$ cat src/rtl/decode_stage.sv
// RV32I/M instruction decoder feeding a small output FIFO.
// Decode is combinational on the offered instruction; the result is buffered with its PC.
module decode_stage #(
  parameter int XLEN     = 32,
  parameter int DEPTH    = 2,
  parameter int ENABLE_M = 0
) (
  input  logic            clk,
  input  logic            rst_n,
  input  logic            in_valid,
  output logic            in_ready,
  input  logic [31:0]     in_instr,
  input  logic [XLEN-1:0] in_pc,
  input  logic            flush,
  output logic            out_valid,
  input  logic            out_ready,
  output logic [XLEN-1:0] out_pc,
  output logic [XLEN-1:0] out_imm,
  output logic [4:0]      out_rd,
  output logic [4:0]      out_rs1,
  output logic [4:0]      out_rs2,
  output logic [4:0]      out_alu_ctr,
  output logic            out_alu_b_ctr,
  output logic [3:0]      out_bxx,
  output logic            out_jal,
  output logic            out_jalr,
  output logic            out_reg_we,
  output logic            out_mem_we,
  output logic [2:0]      out_mem2reg,
  output logic [2:0]      out_mem_opr,
  output logic [3:0]      out_mem_opw,
  output logic            out_illegal
);

  localparam int CW = $clog2(DEPTH + 1);
  localparam int PW = (DEPTH > 1) ? $clog2(DEPTH) : 1;
  localparam logic [CW-1:0] DEPTH_C  = CW'(DEPTH);
  localparam logic [PW-1:0] PTR_LAST = PW'(DEPTH - 1);

  localparam logic [6:0] OPC_LUI    = 7'b0110111;
  localparam logic [6:0] OPC_AUIPC  = 7'b0010111;
  localparam logic [6:0] OPC_JAL    = 7'b1101111;
  localparam logic [6:0] OPC_JALR   = 7'b1100111;
  localparam logic [6:0] OPC_BRANCH = 7'b1100011;
  localparam logic [6:0] OPC_LOAD   = 7'b0000011;
  localparam logic [6:0] OPC_STORE  = 7'b0100011;
  localparam logic [6:0] OPC_IMM    = 7'b0010011;
  localparam logic [6:0] OPC_REG    = 7'b0110011;

  localparam logic [6:0] F7_BASE = 7'b0000000;
  localparam logic [6:0] F7_ALT  = 7'b0100000;
  localparam logic [6:0] F7_MUL  = 7'b0000001;

  localparam logic [4:0] ALU_ADD  = 5'b00000;
  localparam logic [4:0] ALU_SUB  = 5'b01000;
  localparam logic [4:0] ALU_SLT  = 5'b00010;
  localparam logic [4:0] ALU_SLTU = 5'b00011;
  localparam logic [4:0] ALU_SRA  = 5'b01101;

  typedef struct packed {
    logic [XLEN-1:0] pc;
    logic [XLEN-1:0] imm;
    logic [4:0]      rd;
    logic [4:0]      rs1;
    logic [4:0]      rs2;
    logic [4:0]      alu_ctr;
    logic            alu_b_ctr;
    logic [3:0]      bxx;
    logic            jal;
    logic            jalr;
    logic            reg_we;
    logic            mem_we;
    logic [2:0]      mem2reg;
    logic [2:0]      mem_opr;
    logic [3:0]      mem_opw;
    logic            illegal;
  } entry_t;

  function automatic logic [3:0] byte_mask(input logic [1:0] size);
    case (size)
      2'b00:   return 4'b0001;
      2'b01:   return 4'b0011;
      default: return 4'b1111;
    endcase
  endfunction

  function automatic logic [PW-1:0] ptr_inc(input logic [PW-1:0] p);
    return (p == PTR_LAST) ? '0 : p + 1'b1;
  endfunction

  logic [6:0]  opcode;
  logic [2:0]  fun3;
  logic [6:0]  fun7;
  logic [31:0] imm_i, imm_s, imm_b, imm_u, imm_j;
  logic [31:0] imm32;
  entry_t      dec;

  assign opcode = in_instr[6:0];
  assign fun3   = in_instr[14:12];
  assign fun7   = in_instr[31:25];

  assign imm_i = {{20{in_instr[31]}}, in_instr[31:20]};
  assign imm_s = {{20{in_instr[31]}}, in_instr[31:25], in_instr[11:7]};
  assign imm_b = {{19{in_instr[31]}}, in_instr[31], in_instr[7], in_instr[30:25],
                  in_instr[11:8], 1'b0};
  assign imm_u = {in_instr[31:12], 12'b0};
  assign imm_j = {{11{in_instr[31]}}, in_instr[31], in_instr[19:12], in_instr[20],
                  in_instr[30:21], 1'b0};

  always_comb begin
    dec           = '0;
    imm32         = '0;
    dec.pc        = in_pc;
    dec.rd        = in_instr[11:7];
    dec.rs1       = in_instr[19:15];
    dec.rs2       = in_instr[24:20];
    dec.alu_ctr   = ALU_ADD;
    dec.alu_b_ctr = 1'b1;

    case (opcode)
      OPC_LUI: begin
        dec.reg_we  = 1'b1;
        dec.mem2reg = 3'b011;
        imm32       = imm_u;
      end
      OPC_AUIPC: begin
        dec.reg_we  = 1'b1;
        dec.mem2reg = 3'b100;
        imm32       = imm_u;
      end
      OPC_JAL: begin
        dec.jal     = 1'b1;
        dec.reg_we  = 1'b1;
        dec.mem2reg = 3'b010;
        imm32       = imm_j;
      end
      OPC_JALR: begin
        dec.jalr    = 1'b1;
        dec.reg_we  = 1'b1;
        dec.mem2reg = 3'b010;
        imm32       = imm_i;
        dec.illegal = (fun3 != 3'b000);
      end
      OPC_BRANCH: begin
        dec.alu_b_ctr = 1'b0;
        dec.bxx       = {1'b1, fun3};
        imm32         = imm_b;
        case (fun3[2:1])
          2'b00:   dec.alu_ctr = ALU_SUB;
          2'b10:   dec.alu_ctr = ALU_SLT;
          2'b11:   dec.alu_ctr = ALU_SLTU;
          default: dec.illegal = 1'b1;
        endcase
      end
      OPC_LOAD: begin
        dec.reg_we  = 1'b1;
        dec.mem2reg = 3'b001;
        dec.mem_opr = fun3;
        dec.mem_opw = byte_mask(fun3[1:0]);
        imm32       = imm_i;
        dec.illegal = (fun3[1:0] == 2'b11) || (fun3 == 3'b110);
      end
      OPC_STORE: begin
        dec.mem_we  = 1'b1;
        dec.mem_opw = byte_mask(fun3[1:0]);
        imm32       = imm_s;
        dec.illegal = fun3[2] || (fun3[1:0] == 2'b11);
      end
      OPC_IMM: begin
        dec.reg_we  = 1'b1;
        dec.alu_ctr = {2'b00, fun3};
        imm32       = imm_i;
        // Shift-immediates carry fun7 in the upper immediate bits.
        if (fun3 == 3'b001) begin
          dec.illegal = (fun7 != F7_BASE);
        end else if (fun3 == 3'b101) begin
          if (fun7 == F7_ALT)
            dec.alu_ctr = ALU_SRA;
          else if (fun7 != F7_BASE)
            dec.illegal = 1'b1;
        end
      end
      OPC_REG: begin
        dec.reg_we    = 1'b1;
        dec.alu_b_ctr = 1'b0;
        if (fun7 == F7_BASE)
          dec.alu_ctr = {2'b00, fun3};
        else if ((fun7 == F7_ALT) && ((fun3 == 3'b000) || (fun3 == 3'b101)))
          dec.alu_ctr = {2'b01, fun3};
        else if ((fun7 == F7_MUL) && (ENABLE_M != 0))
          dec.alu_ctr = {2'b10, fun3};
        else
          dec.illegal = 1'b1;
      end
      default: dec.illegal = 1'b1;
    endcase

    dec.imm = (dec.illegal || opcode == OPC_REG) ? '0 : XLEN'($signed(imm32));
    if (dec.illegal) begin
      dec.reg_we = 1'b0;
      dec.mem_we = 1'b0;
      dec.jal    = 1'b0;
      dec.jalr   = 1'b0;
      dec.bxx[3] = 1'b0;
    end
  end

  logic [CW-1:0] count;
  logic [PW-1:0] wr_ptr, rd_ptr;
  logic          push, pop;
  entry_t        mem [DEPTH];
  entry_t        head;

  assign in_ready  = (count < DEPTH_C);
  assign out_valid = (count != '0);
  // Flush wins over both ends: nothing enters or leaves in a flush cycle.
  assign push = in_valid & in_ready & ~flush;
  assign pop  = out_valid & out_ready & ~flush;

  always_ff @(posedge clk) begin
    if (!rst_n || flush) begin
      count  <= '0;
      wr_ptr <= '0;
      rd_ptr <= '0;
    end else begin
      if (push) wr_ptr <= ptr_inc(wr_ptr);
      if (pop)  rd_ptr <= ptr_inc(rd_ptr);
      if (push && !pop)
        count <= count + 1'b1;
      else if (pop && !push)
        count <= count - 1'b1;
    end
  end

  always_ff @(posedge clk) begin
    if (rst_n && push)
      mem[wr_ptr] <= dec;
  end

  assign head = mem[rd_ptr];

  assign out_pc        = head.pc;
  assign out_imm       = head.imm;
  assign out_rd        = head.rd;
  assign out_rs1       = head.rs1;
  assign out_rs2       = head.rs2;
  // Stale payload may sit in the buffer; control fields are masked when empty.
  assign out_alu_ctr   = out_valid ? head.alu_ctr   : '0;
  assign out_alu_b_ctr = out_valid ? head.alu_b_ctr : 1'b0;
  assign out_bxx       = out_valid ? head.bxx       : '0;
  assign out_jal       = out_valid ? head.jal       : 1'b0;
  assign out_jalr      = out_valid ? head.jalr      : 1'b0;
  assign out_reg_we    = out_valid ? head.reg_we    : 1'b0;
  assign out_mem_we    = out_valid ? head.mem_we    : 1'b0;
  assign out_mem2reg   = out_valid ? head.mem2reg   : '0;
  assign out_mem_opr   = out_valid ? head.mem_opr   : '0;
  assign out_mem_opw   = out_valid ? head.mem_opw   : '0;
  assign out_illegal   = out_valid ? head.illegal   : 1'b0;

endmodule
$ cat config.mk
export PLATFORM = sky130hd
export DESIGN_NAME = decode_stage
export DESIGN_NICKNAME = d
export VERILOG_FILES = /design/src/rtl/decode_stage.sv
export SDC_FILE = /design/constraint.sdc
export NUM_CORES = 1
export LEC_CHECK = 0
export ABC_AREA = 1
export CORE_MARGIN = 10
export CORE_UTILIZATION = 35
export DETAILED_ROUTE_END_ITERATION = 7
export PLACE_DENSITY = 0.62
export SETUP_SLACK_MARGIN = 0.1
export SLEW_MARGIN = 20
export SYNTH_ARGS = -nofsm -noshare
export SYNTH_HDL_FRONTEND = slang
export SYNTH_SLANG_ARGS = --single-unit
export TNS_END_PERCENT = 1
$ cat constraint.sdc
create_clock -name clk -period 12.2 [get_ports clk]
set_input_delay 1.22 -clock clk [delete_from_list [all_inputs] [get_ports clk]]
set_output_delay 1.22 -clock clk [all_outputs]
set_load 0.01 [all_outputs]
==> results of run 1 <==
flip-flops by register name (all words and copies together) (netlist names), named ones only:
register and count:
wr_ptr 1, rd_ptr 1, mem 204, count 2
worst max path at each step:
stage	startpoint	endpoint	cells after the start
after detailed placement	flop	out_mem_opw[3]	5
after floorplan	flush	mem[0][0]	3
after global placement	flop	out_mem_opw[3]	5
after global routing	flop	out_imm[0]	5
final	flop	out_imm[0]	5
after CTS	flop	out_mem_opw[3]	5
cells in the final DEF (no fill, tap or decap), drive strengths merged:
cell and count:
bufinv 1, nor3 4, clkinv 13, clkbuf 26, edfxtp 204, nand2 344
inv 49, buf 7, a22oi 5, conb 1, o21ai 16, a21oi 39
ha 1, o311ai 1, nand3 14, a21boi 5, dfxtp 5, clkdlybuf4s50 173
nand4 1, nor2 75, clkinvlp 2
power by group through the flow:
stage               Clock [W]  Combinational [W]  Sequential [W]
finish               0.000634           0.000101        0.000797
global route         0.000676           0.000110        0.000797
CTS                  0.000652           0.000103        0.000797
detailed placement          0           0.000102        0.000812
global placement            0           0.000101        0.000812
floorplan                   0          0.0000412        0.000814
cell families (layout without fill, tap and decap cells):
group	Yosys count	after routing	share of synthesized area (%)
adder cells (fa/ha/maj)	1	1	0.1424
AND/OR/NAND/NOR	438	438	20.94
flip-flops	209	209	70.88
AO/OA/AOI/OAI	66	66	4.131
buffers and inverters	81	271	3.860
other	1	1	0.04269
cell usage after synthesis:
cell type / number
sky130_fd_sc_hd__inv_2: 6
sky130_fd_sc_hd__conb_1: 1
sky130_fd_sc_hd__nand4_1: 1
sky130_fd_sc_hd__buf_8: 1
sky130_fd_sc_hd__o21ai_0: 16
sky130_fd_sc_hd__nand3_1: 10
sky130_fd_sc_hd__nor2_2: 18
sky130_fd_sc_hd__buf_4: 2
sky130_fd_sc_hd__nand2_1: 341
sky130_fd_sc_hd__nand3_4: 1
sky130_fd_sc_hd__nor3_1: 4
sky130_fd_sc_hd__a21oi_2: 1
sky130_fd_sc_hd__clkbuf_1: 21
sky130_fd_sc_hd__nand3_2: 3
sky130_fd_sc_hd__a21oi_1: 38
sky130_fd_sc_hd__clkinv_1: 1
sky130_fd_sc_hd__buf_6: 2
sky130_fd_sc_hd__buf_1: 4
sky130_fd_sc_hd__a22oi_1: 5
sky130_fd_sc_hd__nor2_1: 45
sky130_fd_sc_hd__buf_2: 1
sky130_fd_sc_hd__dfxtp_1: 5
sky130_fd_sc_hd__o311ai_0: 1
sky130_fd_sc_hd__inv_1: 43
sky130_fd_sc_hd__ha_1: 1
sky130_fd_sc_hd__edfxtp_1: 204
sky130_fd_sc_hd__nand2_2: 3
sky130_fd_sc_hd__a21boi_0: 5
sky130_fd_sc_hd__nor2_4: 12
stage by stage:
| stage | total power [W] | cells | worst slack (ns) | area [um2] |
|---|---|---|---|---|
| after floorplan | 0.0008551 | 796 | 3.186 | 8783 |
| after global placement | 0.0009131 | 1269 | 8.163 | 10840 |
| after detailed placement | 0.0009141 | 1269 | 8.134 | 10840 |
| after CTS | 0.001552 | 1310 | 7.606 | 11530 |
| after global routing | 0.001584 | 1310 | 7.406 | 11530 |
| final | 0.001532 | 1310 | 7.688 | 11530 |
metal layers:
layer  share of wire, %  wire length (um)
met5                  0                 0
met4                2.4               531
met3                7.9              1768
met2                 46             10330
met1                 44              9773
final cells by class:
class	count	area, um2	share of cell area [%]
Multi-Input combinational cell	506	2228	19.32
Timing Repair Buffer	180	1784	15.47
Clock inverter	15	110.1	0.9547
Tap cell	324	405.4	3.515
Sequential cell	209	6230	54.01
Clock buffer	26	586.8	5.088
Inverter	50	188.9	1.638
worst min-delay path, cell delays in order (launching register included):
cell	delay, ns
sky130_fd_sc_hd__dfxtp_1	0.30
sky130_fd_sc_hd__inv_1	0.08
sky130_fd_sc_hd__a21oi_1	0.06
==> reports/qor.csv, run 1 <==
metric,value,unit
via_count_of_the_first_global_routing_pass,6106,
tritoncts,yes,
reg2reg_setup_slack,9.69,ns
postSynthAreaPerCell,11.03,um2
min_period,4.512,ns
dr.first_iter.drc_count,402,
internal_power,0.001207,W
design.die.area,0.03183,mm2
timing.critical_path.from_type,flop,
power.static_leakage,4.201,nW
critPathMostFrequentCell,sky130_fd_sc_hd__nand2_1,
fin_crit_sh,36.99,%
worst_r2r_path_depth,5,
grt_remaining_overflow,0,
cp_slowest_stage_delay,0.72,ns
fin_setup_tns,0,ns
unrepaired_setup_endpoints_after_global_routing,no,
yosys_warnings,0,
most_congested_layer_reported_by_global_routing,met2,
gp_congestion,0.8227,
path_buf_inv,3,
antennaDiodeCount,0,
global_route.usage.met2,22.37,%
timing.slew.headroom,46.34,%
clock-skew-final,0.007383,ns
tightestPinTransition,0.8048,ns
final_core_utilization,47.01,%
clk-insertion-delay-late,0.50,ns
power.switching_fraction,21.17,%
critical_path_peak_fanout,54,
floorplan.core_area,0.02453,mm2
cp_data_arrival_time,3.29,ns
share_seq_of_total_power,52.0,%
syn_nets,866,
dr_total_vias,6088,
ant_nets,0,
crit-reg2reg-capture,mem[0][26],
data_required_time_at_the_worst_endpoint,10.98,ns
post_route_drc,0,
synthCells,796,
initial_utilization,35.80,%
grt.met3_usage,3.192,%
first_pass_iters,4,
first_pass_grt_wire_length,33.82,mm
final_layout_size_suffix_gt1_share,8.925,%
cts-buffers-inserted,23,
net_load_switching_power,0.0003242,W
cpLargestDelayFamily,buffers and inverters,
place.detailed.hpwl,15.05,mm
global_route.usage.total,13.51,%
routed_wire_length_per_instance,17.10,um
clock-sinks,209,
filler_cell_count,2279,
worst_setup_path_end_kind,primary output,
reg2reg_from,count[1],
worst_min_path_class,reg -> reg,
critPathKind,reg -> out,
std_cell_rows,57,
fin_hold_ws,0.4760,ns
grt_start_max_net_pins,59,
seq_area_frac_synth,70.88,%
synth-seq-cells,209,
clock.fmax,221.6,MHz
wl,22.40,mm
outcome,finished clean,
yosysUniqueCellTypes,29,
top_level_ports,175,
buffer_ports.inserted,173,
timing.final.setup_violations,0,
timing_max_transition_violations_final,0,
yosysTopAreaCellShare,69.74,%
post_synth_main_area_contributors,"sky130_fd_sc_hd__edfxtp_1 70%, sky130_fd_sc_hd__nand2_1 15%, sky130_fd_sc_hd__a21oi_1 2.2%, sky130_fd_sc_hd__nor2_1 1.9%, sky130_fd_sc_hd__inv_1 1.8%",
cts-htree-levels,1,
hold_viol,0,
power.share.clock,41.4,%
cts_setup_buffers,0,
area_growth_syn_to_layout,31.31,%
peakVddDrop,0.08393,mV
hold-path-cell-count,2,
post_drt_via_cell_ratio,4.647,
pwr-share-comb,6.6,%
fin_nets,1040,
resized_gates_after_cts,0,
power-per-cell-area,132.8,mW/mm2
hp-start,rd_ptr,
clock_path_buffers,3,
synth.largest_area_cell,sky130_fd_sc_hd__edfxtp_1,
ctsHoldBuffers,0,
cts-root-buf,sky130_fd_sc_hd__clkbuf_16,
die_x,178.4,um
antenna_found_initial,0,
die_y,178.4,um
max_cap_viol_count,0,
crit_slowest_cell,sky130_fd_sc_hd__clkinv_2,
cts_clk_pin_slew_worst_paths,0.06,ns
synth_area,0.008783,mm2
global_route.usage.met1,17.44,%
path_cells,clkinv_2 -> buf_4 -> nand2_1 -> nand2_1 -> clkdlybuf4s50_1,
No activity file was read; power rests on OpenSTA's default activity.
==> inputs of run 2 (changes only) <==
==> constraint.sdc (replaced) <==
create_clock -name clk -period 4.6 [get_ports clk]
set_input_delay 0.46 -clock clk [delete_from_list [all_inputs] [get_ports clk]]
set_output_delay 0.46 -clock clk [all_outputs]
set_load 0.01 [all_outputs]
==> reports/qor.csv, run 2 (synthesized netlist as in run 1, its figures left out) <==
metric,value,unit,change
hold_viol,0,,unchanged
initial_utilization,35.80,%,unchanged
hold-path-cell-count,1,,-1
fin_nets,1045,,+0.48%
cts_clk_pin_slew_worst_paths,0.06,ns,about the same
first_pass_iters,5,,+1
detailedPlace.worstSlack,1.538,ns,-6.596 ns
min_period,3.485,ns,
unrepaired_setup_endpoints_after_global_routing,no,,
clk-insertion-delay-late,0.50,ns,about the same
final_layout_size_suffix_gt1_share,9.173,%,+0.25 points
clock-skew-final,0.01016,ns,+0.002772 ns
die_y,178.4,um,unchanged
timing_max_transition_violations_final,0,,unchanged
cts_setup_buffers,0,,unchanged
buffer_ports.inserted,173,,unchanged
layout.area.seq,0.006230,mm2,unchanged
antennaDiodeCount,0,,unchanged
timing.critical_path.from_type,flop,,
floorplan.core_area,0.02453,mm2,unchanged
number_of_flip_flops_under_the_largest_register_name,204,,unchanged
grt_remaining_overflow,0,,unchanged
path_cells,clkinv_2 -> buf_4 -> nand2_1 -> nand2_1 -> clkdlybuf4s50_1,,
cp_slowest_stage_delay,0.71,ns,about the same
filler_cell_count,2202,,-3.4%
outcome,finished clean,,
top_regs,"mem: 204 flops, count: 2 flops",,
post_route_drc,0,,unchanged
fin_setup_tns,0,ns,unchanged
worst_setup_path_end_kind,primary output,,
max_cap_viol_count,0,,unchanged
cp_data_arrival_time,3.03,ns,-0.26 ns
clock_path_buffers,3,,unchanged
final_core_utilization,47.29,%,+0.28 points
power.static_leakage,4.234,nW,+0.80%
clock-sinks,209,,unchanged
antenna_found_initial,0,,unchanged
area_of_combinational_cells_with_multiple_inputs,0.002241,mm2,+0.56%
worst_r2r_path_depth,4,,-1
gp_congestion,0.8121,,-1.3%
global_route.usage.total,13.56,%,+0.052 points
layout.cells.most_common,sky130_fd_sc_hd__nand2_1,,
layout.cells.most_common_list,"341 x sky130_fd_sc_hd__nand2_1, 204 x sky130_fd_sc_hd__edfxtp_1, 173 x sky130_fd_sc_hd__clkdlybuf4s50_1, 45 x sky130_fd_sc_hd__nor2_1, 42 x sky130_fd_sc_hd__inv_1",,
dr_total_vias,6023,,-1.1%
worst_min_path_class,reg -> reg,,
timing.final.setup_violations,0,,unchanged
design.die.area,0.03183,mm2,unchanged
die_x,178.4,um,unchanged
post_layout_nonfiller_instances,1316,,+0.46%
ant_nets,0,,unchanged
std_cell_rows,57,,unchanged
wl,22.43,mm,+0.13%
routed_wire_length_per_instance,17.05,um,-0.33%
post_drt_via_cell_ratio,4.577,,-1.5%
via_count_of_the_first_global_routing_pass,5904,,-3.3%
clock.fmax,286.9,MHz,
total_power,0.004083,W,+170%
data_required_time_at_the_worst_endpoint,4.14,ns,-6.84 ns
cts-htree-levels,1,,unchanged
max_flop_register,mem,,
critPathKind,reg -> out,,
final_worst_slack,1.115,ns,-6.573 ns
dr.first_iter.drc_count,544,,+35%
power-per-cell-area,351.9,mW/mm2,+160%
timing.slew.headroom,40.41,%,-5.9 points
place.detailed.hpwl,15.15,mm,+0.66%
critPathMostFrequentCell,sky130_fd_sc_hd__nand2_1,,
crit_slowest_cell,sky130_fd_sc_hd__clkinv_2,,
ctsHoldBuffers,0,,unchanged
grt_start_max_net_pins,75,,+27%
fin_crit_sh,75.77,%,
cts-buffers-inserted,24,,+4.3%
resized_gates_after_cts,0,,unchanged
top_level_ports,175,,unchanged
cts-root-buf,sky130_fd_sc_hd__clkbuf_16,,
tritoncts,yes,,
placed_cells_incl_taps,1273,,+0.32%
tightestPinTransition,0.8910,ns,+0.08619 ns
area_growth_syn_to_layout,32.09,%,
critical_path_peak_fanout,53,,-1.9%
first_pass_grt_wire_length,33.75,mm,-0.20%
peakVddDrop,0.2211,mV,+160%
run 2: worst max-delay path: cells and delay by family (launching register included):
kind                   cells  cell delay (ns)
buffers and inverters      3             1.73
AND/OR/NAND/NOR            2             0.20
flip-flops                 1             0.56
run 2: stage by stage:
stage | instance area, um2 | hold slack, ns
floorplan | 8793 | 0.4435
global placement | 10890 | 0.4585
detailed placement | 10890 | 0.4656
CTS | 11600 | 0.4751
global route | 11600 | 0.5123
finish | 11600 | 0.4714
run 2: final timing paths:
path	from	end	slack, ns
worst max-delay path	flop	out_imm[0]	1.11
worst min-delay path	count[0]	count[0]	0.47
worst max register to register	count[1]	mem[1][101]	2.42
worst min register to register	count[0]	count[0]	0.47
run 2: cell type report:
class	count	area share, %
flip-flops and latches	209	53.69
multi-input cells	506	19.31
well taps	324	3.494
clock inverters	12	0.5392
clock buffers	31	5.586
inverters	50	1.628
repair buffers	184	15.74
run 2: layer usage:
layer,wire (um),GRT usage [%],vias to the layer above
met1,10100,18.09,2788
met2,10230,21.94,201
met3,1692,3.108,30
met5,0,0,-
li1,-,-,3004
met4,414,3.307,0
run 2: power breakdown:
part           switching (W)  leakage (nW)  internal [W]
Clock               0.000709         0.343      0.000990
Combinational       0.000147          1.99      0.000124
Sequential        0.00000709          1.90       0.00211
